==> config.mk <==
export PLATFORM = sky130hd
export DESIGN_NAME = jtkunio_obj_scan
export DESIGN_NICKNAME = d
export VERILOG_FILES = /design/src/rtl/jtkunio_obj_scan.sv
export SDC_FILE = /design/constraint.sdc
export NUM_CORES = 1
export LEC_CHECK = 0
export CORE_MARGIN = 1
export CORE_UTILIZATION = 50
export DETAILED_ROUTE_END_ITERATION = 7
export PLACE_DENSITY = 0.88
export SKIP_CTS_REPAIR_TIMING = 1
export SYNTH_ARGS = -nofsm -noshare
export SYNTH_HDL_FRONTEND = slang
export SYNTH_SLANG_ARGS = --single-unit
==> constraint.sdc <==
create_clock -name clk -period 6.97 [get_ports clk]
set_input_delay 1.394 -clock clk [delete_from_list [all_inputs] [get_ports clk]]
set_output_delay 1.394 -clock clk [all_outputs]
set_load 0.03 [all_outputs]
==> src/rtl/jtkunio_obj_scan.sv <==
`default_nettype none
// +--------------------------------------------------------------------------+
// | Module : jtkunio_obj_scan                                                |
// | Brief  : Per-line object scanner: walks the object table, fetches sprite |
// |          rows from ROM and writes opaque pixels to the line buffer.      |
// |          Optional macro JTKUNIO_OBJ_TALL_EN enables 16x32 sprites.       |
// | Rev    : 1.0                                                             |
// +--------------------------------------------------------------------------+
module jtkunio_obj_scan #(
    parameter int OBJMAX = 128
)(
    input  logic        clk,
    input  logic        rst_n,
    input  logic        hs,
    input  logic [7:0]  vrender,
    input  logic        flip,
    output logic [9:0]  scan_addr,
    input  logic [15:0] scan_dout,
    output logic        rom_cs,
    output logic [17:0] rom_addr,
    input  logic [31:0] rom_data,
    input  logic        rom_ok,
    output logic [8:0]  buf_addr,
    output logic [6:0]  buf_data,
    output logic        buf_we,
    output logic        busy
);

    typedef enum logic [3:0] {
        ST_IDLE = 4'd0,
        ST_RD0  = 4'd1,
        ST_WT0  = 4'd2,
        ST_CHK  = 4'd3,
        ST_RD1  = 4'd4,
        ST_RD2  = 4'd5,
        ST_REQ  = 4'd6,
        ST_DRAW = 4'd7,
        ST_DONE = 4'd8
    } state_t;

    localparam logic [6:0] c_LAST_OBJ = 7'(OBJMAX - 1);

    state_t      r_state, w_state_nxt;
    logic [6:0]  r_obj;
    logic [4:0]  r_dy;
    logic        r_hflip, r_tall, r_first, r_k;
    logic [2:0]  r_pal, r_cnt;
    logic [8:0]  r_x;
    logic [31:0] r_pix;

    logic [7:0]  w_dy;
    logic        w_tall_bit, w_hit, w_last, w_capture;
    logic [1:0]  w_word;
    logic [12:0] w_code;
    logic [2:0]  w_nib;
    logic [3:0]  w_pxl;
    logic [8:0]  w_xpix;
    logic        w_unused;

`ifdef JTKUNIO_OBJ_TALL_EN
    assign w_tall_bit = scan_dout[11];
`else
    assign w_tall_bit = 1'b0;
`endif
    assign w_unused  = &{1'b0, scan_dout[11:10]};

    assign w_dy      = vrender - scan_dout[7:0];
    assign w_hit     = scan_dout[8] && (w_dy < (w_tall_bit ? 8'd32 : 8'd16));
    assign w_last    = (r_obj == c_LAST_OBJ);
    assign w_capture = (r_state == ST_REQ) && !r_first && rom_ok;
    // tall sprites pick the upper or lower 16-row block through code[0]
    assign w_code    = {scan_dout[12:1], r_tall ? r_dy[4] : scan_dout[0]};

    // RAM has one cycle of read latency, so the address runs one word ahead
    always_comb begin
        w_word = 2'd0;
        case (r_state)
            ST_CHK:  w_word = w_hit ? 2'd1 : 2'd0;
            ST_RD1:  w_word = 2'd2;
            default: w_word = 2'd0;
        endcase
    end
    assign scan_addr = {1'b0, r_obj, w_word};

    assign w_nib    = r_hflip ? ~r_cnt : r_cnt;
    assign w_pxl    = r_pix[{w_nib, 2'b00} +: 4];
    assign w_xpix   = r_x + {5'd0, r_k, r_cnt};
    assign buf_we   = (r_state == ST_DRAW) && (w_pxl != 4'd0);
    assign buf_addr = (r_state == ST_DRAW) ? (flip ? ~w_xpix : w_xpix) : 9'd0;
    assign buf_data = (r_state == ST_DRAW) ? {r_pal, w_pxl} : 7'd0;
    assign busy     = (r_state != ST_IDLE);

    always_comb begin
        w_state_nxt = r_state;
        if (hs) begin
            w_state_nxt = ST_RD0;
        end else begin
            case (r_state)
                ST_IDLE: w_state_nxt = ST_IDLE;
                ST_RD0:  w_state_nxt = ST_WT0;
                ST_WT0:  w_state_nxt = ST_CHK;
                ST_CHK:  w_state_nxt = w_hit ? ST_RD1 : (w_last ? ST_DONE : ST_RD0);
                ST_RD1:  w_state_nxt = ST_RD2;
                ST_RD2:  w_state_nxt = ST_REQ;
                ST_REQ:  w_state_nxt = w_capture ? ST_DRAW : ST_REQ;
                ST_DRAW: begin
                    if (r_cnt == 3'd7)
                        w_state_nxt = !r_k ? ST_REQ : (w_last ? ST_DONE : ST_RD0);
                end
                ST_DONE: w_state_nxt = ST_IDLE;
                default: w_state_nxt = ST_IDLE;
            endcase
        end
    end

    always_ff @(posedge clk) begin
        if (!rst_n) begin
            r_state  <= ST_IDLE;
            r_obj    <= 7'd0;
            r_dy     <= 5'd0;
            r_hflip  <= 1'b0;
            r_tall   <= 1'b0;
            r_first  <= 1'b0;
            r_k      <= 1'b0;
            r_pal    <= 3'd0;
            r_cnt    <= 3'd0;
            r_x      <= 9'd0;
            r_pix    <= 32'd0;
            rom_cs   <= 1'b0;
            rom_addr <= 18'd0;
        end else begin
            r_state <= w_state_nxt;
            rom_cs  <= (w_state_nxt == ST_REQ);
            // marks the REQ cycle in which rom_ok is still stale
            r_first <= (w_state_nxt == ST_REQ) && (r_state != ST_REQ);
            if (hs) begin
                r_obj <= 7'd0;
            end else begin
                case (r_state)
                    ST_CHK: begin
                        r_dy    <= w_dy[4:0];
                        r_hflip <= scan_dout[9];
                        r_tall  <= w_tall_bit;
                        r_pal   <= scan_dout[14:12];
                        r_x[8]  <= scan_dout[15];
                        if (!w_hit && !w_last) r_obj <= r_obj + 7'd1;
                    end
                    ST_RD1: r_x[7:0] <= scan_dout[7:0];
                    ST_RD2: begin
                        rom_addr <= {w_code, r_dy[3:0], r_hflip};
                        r_k      <= 1'b0;
                    end
                    ST_REQ: begin
                        if (w_capture) begin
                            r_pix <= rom_data;
                            r_cnt <= 3'd0;
                        end
                    end
                    ST_DRAW: begin
                        r_cnt <= r_cnt + 3'd1;
                        if (r_cnt == 3'd7) begin
                            if (!r_k) begin
                                r_k         <= 1'b1;
                                rom_addr[0] <= ~rom_addr[0];
                            end else if (!w_last) begin
                                r_obj <= r_obj + 7'd1;
                            end
                        end
                    end
                    ST_DONE: r_obj <= 7'd0;
                    default: ;
                endcase
            end
        end
    end

endmodule
`default_nettype wire

==> results of run 1 <==
[logic make-up (layout without fill, tap and decap cells)]
| group | after synthesis | after routing | synth area share (%) |
|---|---|---|---|
| AND/OR/NAND/NOR | 230 | 230 | 23.6 |
| AO/OA/AOI/OAI | 102 | 102 | 16.8 |
| flip-flops | 84 | 84 | 38.1 |
| buffers and inverters | 39 | 135 | 3.41 |
| multiplexers | 25 | 25 | 8.31 |
| XOR/XNOR | 24 | 24 | 4.77 |
| adder cells (fa/ha/maj) | 16 | 16 | 4.88 |
| other | 1 | 1 | 0.0850 |
[worst register-to-register path, cell delays in order, from the launching register on]
cell and delay, ps:
dfxtp_1 410, nand2b_1 270, nor3b_1 340, nand3b_1 280, nor2_2 970, nand2_1 170, a21boi_0 190
[cell usage after synthesis, types with 2 or more instances]
cell / number
o21ai_0: 7
ha_1: 14
o211ai_1: 2
and2_1: 5
or3_1: 2
xnor2_1: 15
clkbuf_1: 25
mux4_2: 4
a21oi_1: 16
o2111ai_1: 3
a22oi_1: 2
xor2_1: 9
a21boi_0: 57
nand3_1: 13
mux2i_1: 16
nor4_2: 2
nor3_1: 7
nand2b_1: 12
inv_1: 11
nand2_1: 129
mux4_1: 4
and3_1: 2
nor2b_1: 13
nor2_1: 34
a21o_1: 5
fa_1: 2
buf_1: 2
o211a_1: 2
dfxtp_1: 84
[per-stage QoR]
| stage | setup WS [ps] | hold WS (ps) |
|---|---|---|
| after floorplan | 2200 | 439 |
| after global placement | 1370 | 446 |
| after detailed placement | 1280 | 456 |
| after CTS | 1270 | 468 |
| after global routing | 1090 | 487 |
| final | 1250 | 462 |
[sequential cells by signal, summed over array words and instances (netlist names)]
| signal | flops |
|---|---|
| r_state | 4 |
| r_pal | 3 |
| rom_addr | 18 |
| r_cnt | 3 |
| r_first | 1 |
| rom_cs | 1 |
| r_hflip | 1 |
| r_obj | 7 |
| r_dy | 4 |
| r_x | 9 |
| r_k | 1 |
| r_pix | 32 |
[power groups by stage]
stage | clock [uW] | combinational (uW) | sequential (uW)
after detailed placement | 0 | 96.1 | 494
after CTS | 399 | 96.9 | 482
after global routing | 421 | 105 | 483
final | 394 | 97.0 | 482
after global placement | 0 | 93.3 | 494
after floorplan | 0 | 50.6 | 492
[cell type report]
type	count	area, sq um
clock buffer	11	141
inverter	11	41.3
sequential	84	1680
clock inverter	5	83.8
timing repair buffer	108	1070
fill	663	2650
multi-input combinational	398	2580
tap	105	131
[cells in the final DEF, fill, tap and decap left out, types with 7 or more instances in the layout]
| cell | netlist | layout |
|---|---|---|
| nor3_1 | 7 | 7 |
| nand3_1 | 13 | 13 |
| nor2b_1 | 13 | 13 |
| clkbuf_8 | 0 | 10 |
| nand2b_1 | 12 | 12 |
| clkdlybuf4s50_1 | 0 | 105 |
| ha_1 | 14 | 14 |
| xor2_1 | 9 | 9 |
| xnor2_1 | 15 | 15 |
| nand2_1 | 129 | 129 |
| inv_1 | 11 | 11 |
| a21oi_1 | 16 | 16 |
| nor2_1 | 34 | 33 |
| mux2i_1 | 16 | 16 |
| a21boi_0 | 57 | 57 |
| dfxtp_1 | 84 | 84 |
| o21ai_0 | 7 | 7 |
[path summary, 6_finish.rpt]
| path | slack (ps) | cells past startpoint | end | startpoint |
|---|---|---|---|---|
| worst max-delay path | 1250 | 10 | scan_addr[0] | vrender[0] |
| worst min-delay path | 460 | 2 | rom_addr[6]$_SDFFE_PN0P_ | rom_addr[6]$_SDFFE_PN0P_ |
| worst max register to register | 4260 | 6 | r_pix[7]$_SDFFE_PN0P_ | r_state[3]$_SDFF_PN0_ |
| worst min register to register | 460 | 2 | rom_addr[6]$_SDFFE_PN0P_ | rom_addr[6]$_SDFFE_PN0P_ |
[layer usage]
metal	vias up	global-route usage [%]	wire [microns]
li1	1942	-	-
met1	1876	30.6	4540
met2	151	43.0	5370
met3	23	3.55	633
met4	0	10.8	241
met5	-	0	0
==> flow_metrics.env, run 1 <==
export IMPL_status="completed"
export IMPL_critPathMaxStageDelay_ps=730
export IMPL_ys_warn_count=0
export IMPL_coreArea_sq_um=8380
export IMPL_seq_area_frac_synth_pct=38.1
export IMPL_synth_area_leader_cell="dfxtp_1"
export IMPL_track_usage_pct=24.8
export IMPL_period_share_pct=82.0
export IMPL_leakagePower_uw=0.00205
export IMPL_max_slew_margin_pct=20.7
export IMPL_final_util_pct=68.4
export IMPL_post_route_cell_area_sq_um=5730
export IMPL_grt_pass1_vias=3773
export IMPL_overflow=0
export IMPL_clk_latency_ps=360
export IMPL_power_total_uw=974
export IMPL_cp_top_family="buffers and inverters"
export IMPL_drv_cap=0
export IMPL_cts_made_buffers=9
export IMPL_worst_path_max_delay_cell="clkdlybuf4s50_1"
export IMPL_layout_min_cycle_time_ps=5720
export IMPL_combPwrFrac_pct=10.0
export IMPL_dp_hpwl_microns=7860
export IMPL_drtPass1Iterations=4
export IMPL_cp_required_ps=5580
export IMPL_grt_pass1_wl_microns=17500
export IMPL_portBuffers=106
export IMPL_startpoint_type="input pin"
export IMPL_worst_setup_path_type="input pin to output port"
export IMPL_cts_max_level=3
export IMPL_rsz0062_at_grt="false"
export IMPL_via_per_inst=5.53
export IMPL_drc=0
export IMPL_syn_inst=521
export IMPL_start_util_pct=52.6
export IMPL_skew_ps=7.64
export IMPL_critPathBufInv=3
export IMPL_synth_top_cell_area_share_pct=38.1
export IMPL_grt_max_degree=74
export IMPL_worst_slew_pin_transition_ps=1190
export IMPL_clock_sinks=84
export IMPL_antenna_found_initial=0
export IMPL_synthFlopType="dfxtp_1"
export IMPL_pin_count=108
export IMPL_cts_tree="done"
export IMPL_synth_async_reset_ratio_pct=0
export IMPL_synth_seq_cells=84
export IMPL_p_int_uw=749
export IMPL_p_sw_uw=224
export IMPL_place_congestion=0.860
export IMPL_p_per_area_nw_per_um2=170
export IMPL_drtIter0Drc=207
export IMPL_path_common_cell="clkdlybuf4s50_1"
export IMPL_ant_nets=0
export IMPL_power_share_clock_pct=40.5
export IMPL_cts_reportedPaths_clkPinSlew_ps=80
export IMPL_vias=3992
export IMPL_cp_max_fo=5
export IMPL_synth_area_sq_um=4410
export IMPL_hp_class="flip-flop to flip-flop"
export IMPL_irDropWorstVdd_v=0.000123
export IMPL_drive_gt1_share_pct=5.35
export IMPL_p_seq_share_pct=49.5
export IMPL_wl_per_cell_microns=14.9
export IMPL_synth_nets=598
export IMPL_area_delta_synth_final_pct=30.0
export IMPL_cts_path_max_buffers=2
export IMPL_maxSlewViolCount=0
export IMPL_die_w_microns=95.9
export IMPL_crit_chain="clkdlybuf4s50_1 > inv_1 > ha_1 > fa_1 > nand2b_1 > a21oi_1 > xnor2_1 > o2111ai_1 > nor3_1 > clkdlybuf4s50_1"
export IMPL_placed_area_sq_um=5510
export IMPL_num_antenna_cells=0
export IMPL_fin_nets=689
export IMPL_row_count=33
export IMPL_avgSynthCellArea_sq_um=8.46
export IMPL_place_inst=706
export IMPL_switching_share_pct=23.0
export IMPL_arrival_ps=4320
export IMPL_max_clock_freq_ghz=0.175
export IMPL_die_area_sq_um=9200
export IMPL_fin_cells=722
export IMPL_root_buffer="clkbuf_8"
export IMPL_synth_cell_types=51
export IMPL_netlist_top_cells_area="dfxtp_1 (38%), nand2_1 (11%), a21boi_0 (9.7%), ha_1 (4.0%), mux2i_1 (3.6%)"
export IMPL_wl_microns=10800
export IMPL_setup_viol=0
export IMPL_hold_viol=0
export IMPL_die_h_microns=95.9
export IMPL_setup_tns_ps=0
export IMPL_cp_end_kind="output port"
export IMPL_synth_edf_count=0
No activity file was read; power rests on OpenSTA's default activity.
==> run 2: changes to the inputs <==
--- a/config.mk
+++ b/config.mk
@@ -6,9 +6,9 @@
 export NUM_CORES = 1
 export LEC_CHECK = 0
 export CORE_MARGIN = 1
-export CORE_UTILIZATION = 50
+export CORE_UTILIZATION = 45
 export DETAILED_ROUTE_END_ITERATION = 7
-export PLACE_DENSITY = 0.88
+export PLACE_DENSITY = 0.84
 export SKIP_CTS_REPAIR_TIMING = 1
 export SYNTH_ARGS = -nofsm -noshare
 export SYNTH_HDL_FRONTEND = slang
==> constraint.sdc (replaced) <==
create_clock -name clk -period 5.1 [get_ports clk]
set_input_delay 1.02 -clock clk [delete_from_list [all_inputs] [get_ports clk]]
set_output_delay 1.02 -clock clk [all_outputs]
set_load 0.03 [all_outputs]
==> flow_metrics.env, run 2 (synthesis gave the netlist of run 1 again) <==
export IMPL_vias=3917
export IMPL_r2r_start="r_state[3]$_SDFF_PN0_"
export IMPL_coreArea_sq_um=9370
export IMPL_p_int_uw=955
export IMPL_hold_viol=0
export IMPL_cp_end_kind="output port"
export IMPL_place_inst=731
export IMPL_row_count=35
export IMPL_most_common_layout_cells="nand2_1 (129), clkdlybuf4s50_1 (104), dfxtp_1 (84), a21boi_0 (57), nor2_1 (33)"
export IMPL_drc=0
export IMPL_p_sw_uw=293
export IMPL_period_share_pct=88.6
export IMPL_combPwrFrac_pct=10.6
export IMPL_cp_required_ps=4080
export IMPL_setup_tns_ps=0
export IMPL_clock_sinks=84
export IMPL_leakagePower_uw=0.00206
export IMPL_dp_hpwl_microns=8210
export IMPL_worst_slack_ps=581
export IMPL_switching_share_pct=23.4
export IMPL_max_clock_freq_ghz=0.221
export IMPL_cp_max_fo=5
export IMPL_post_place_ws_ps=199
export IMPL_rsz0062_at_grt="false"
export IMPL_max_slew_margin_pct=23.6
export IMPL_holdPathEnd="r_pix[26]$_SDFFE_PN0P_"
export IMPL_r2r_end="r_pix[1]$_SDFFE_PN0P_"
export IMPL_largest_reg_flops=32
export IMPL_fin_cells=746
export IMPL_placed_area_sq_um=5540
export IMPL_post_route_cell_area_sq_um=5730
export IMPL_maxSlewViolCount=0
export IMPL_via_per_inst=5.25
export IMPL_clk_latency_ps=350
export IMPL_drive_gt1_share_pct=5.35
export IMPL_die_h_microns=101
export IMPL_setup_viol=0
export IMPL_status="completed"
export IMPL_worstHoldStart="r_pix[26]$_SDFFE_PN0P_"
export IMPL_cts_max_level=3
export IMPL_cts_path_max_buffers=2
export IMPL_worst_slew_pin_transition_ps=1140
export IMPL_rrSetupSlack_ps=2530
export IMPL_irDropWorstVdd_v=0.000105
export IMPL_arrival_ps=3500
export IMPL_hold_depth=2
export IMPL_worst_setup_path_type="input pin to output port"
export IMPL_cts_reportedPaths_clkPinSlew_ps=80
export IMPL_track_usage_pct=22.7
export IMPL_startpoint_type="input pin"
export IMPL_place_congestion=0.969
export IMPL_p_seq_share_pct=52.8
export IMPL_fin_nets=690
export IMPL_hp_class="flip-flop to flip-flop"
export IMPL_grt_pass1_wl_microns=17900
export IMPL_root_buffer="clkbuf_8"
export IMPL_num_antenna_cells=0
export IMPL_power_share_clock_pct=36.6
export IMPL_reg2reg_depth=6
export IMPL_start_util_pct=47.0
export IMPL_area_delta_synth_final_pct=29.9
export IMPL_portBuffers=106
export IMPL_mostFrequentLayoutCell="nand2_1"
export IMPL_wl_microns=11000
export IMPL_cts_made_buffers=9
export IMPL_top_regs="r_pix (32), rom_addr (18), r_x (9)"
export IMPL_regMostFlops="r_pix"
export IMPL_drv_cap=0
export IMPL_wl_per_cell_microns=14.8
export IMPL_die_area_sq_um=10200
export IMPL_pin_count=108
export IMPL_cts_tree="done"
export IMPL_ant_nets=0
export IMPL_overflow=0
export IMPL_layout_min_cycle_time_ps=4520
export IMPL_die_w_microns=101
export IMPL_skew_ps=8.49
export IMPL_grt_max_degree=74
export IMPL_drtIter0Drc=122
export IMPL_drtPass1Iterations=4
export IMPL_timing_hold_ws_ps=464
export IMPL_grt_pass1_vias=3804
export IMPL_p_per_area_nw_per_um2=218
export IMPL_antenna_found_initial=0
-- run 2: cell count changes in the layout (fill, tap and decap cells not counted), sizes merged --
cell,delta
clkdlybuf4s50,-1
buf,+1
clkinv,+4
inv,-1
dlymetal6s2s,+1
bufinv,-1
clkbuf,-1
clkinvlp,-2
-- run 2: area by class of cell --
| type | count | area [sq um] |
|---|---|---|
| sequential | 84 | 1680 |
| clock inverter | 5 | 53.8 |
| fill | 855 | 3640 |
| tap | 129 | 161 |
| inverter | 11 | 41.3 |
| timing repair buffer | 109 | 1080 |
| clock buffer | 10 | 128 |
| multi-input combinational | 398 | 2580 |
-- run 2: worst max-delay path by stage --
stage                          start            to
after floorplan           vrender[0]  scan_addr[0]
after global placement    vrender[0]  scan_addr[0]
after detailed placement  vrender[0]  scan_addr[0]
after CTS                 vrender[0]  scan_addr[0]
after global routing      vrender[0]  scan_addr[0]
final                     vrender[0]  scan_addr[0]
-- run 2: critical path, stage by stage --
cell and delay [ps]:
clkdlybuf4s50_1 450, inv_1 40, ha_1 220, fa_1 390
nand2b_1 170, a21oi_1 170, xnor2_1 150, o2111ai_1 250
nor3_1 290, dlymetal6s2s_1 340
-- run 2: power by group through the flow --
stage / clock [uW] / sequential (uW) / combinational [uW]
5_1_grt: 496 / 660 / 143
3_5_place_dp: 0 / 675 / 131
3_3_place_gp: 0 / 675 / 129
4_1_cts: 470 / 659 / 132
6_report: 457 / 659 / 132
2_1_floorplan: 0 / 673 / 69.1
-- run 2: metrics by stage --
step / total power (uW) / util, %
6_report: 1250 / 61.1
5_1_grt: 1300 / 61.1
2_1_floorplan: 742 / -
3_3_place_gp: 803 / 59.1
3_5_place_dp: 805 / 59.1
4_1_cts: 1260 / 61.1
-- run 2: per-layer routing --
metal | vias to the layer above | part of all wire, % | global-route usage [%]
met1 | 1841 | 44 | 28.2
met4 | 0 | 1.5 | 8.14
met2 | 114 | 50 | 39.8
li1 | 1947 | - | -
met3 | 15 | 5.0 | 3.68
met5 | - | 0 | 0
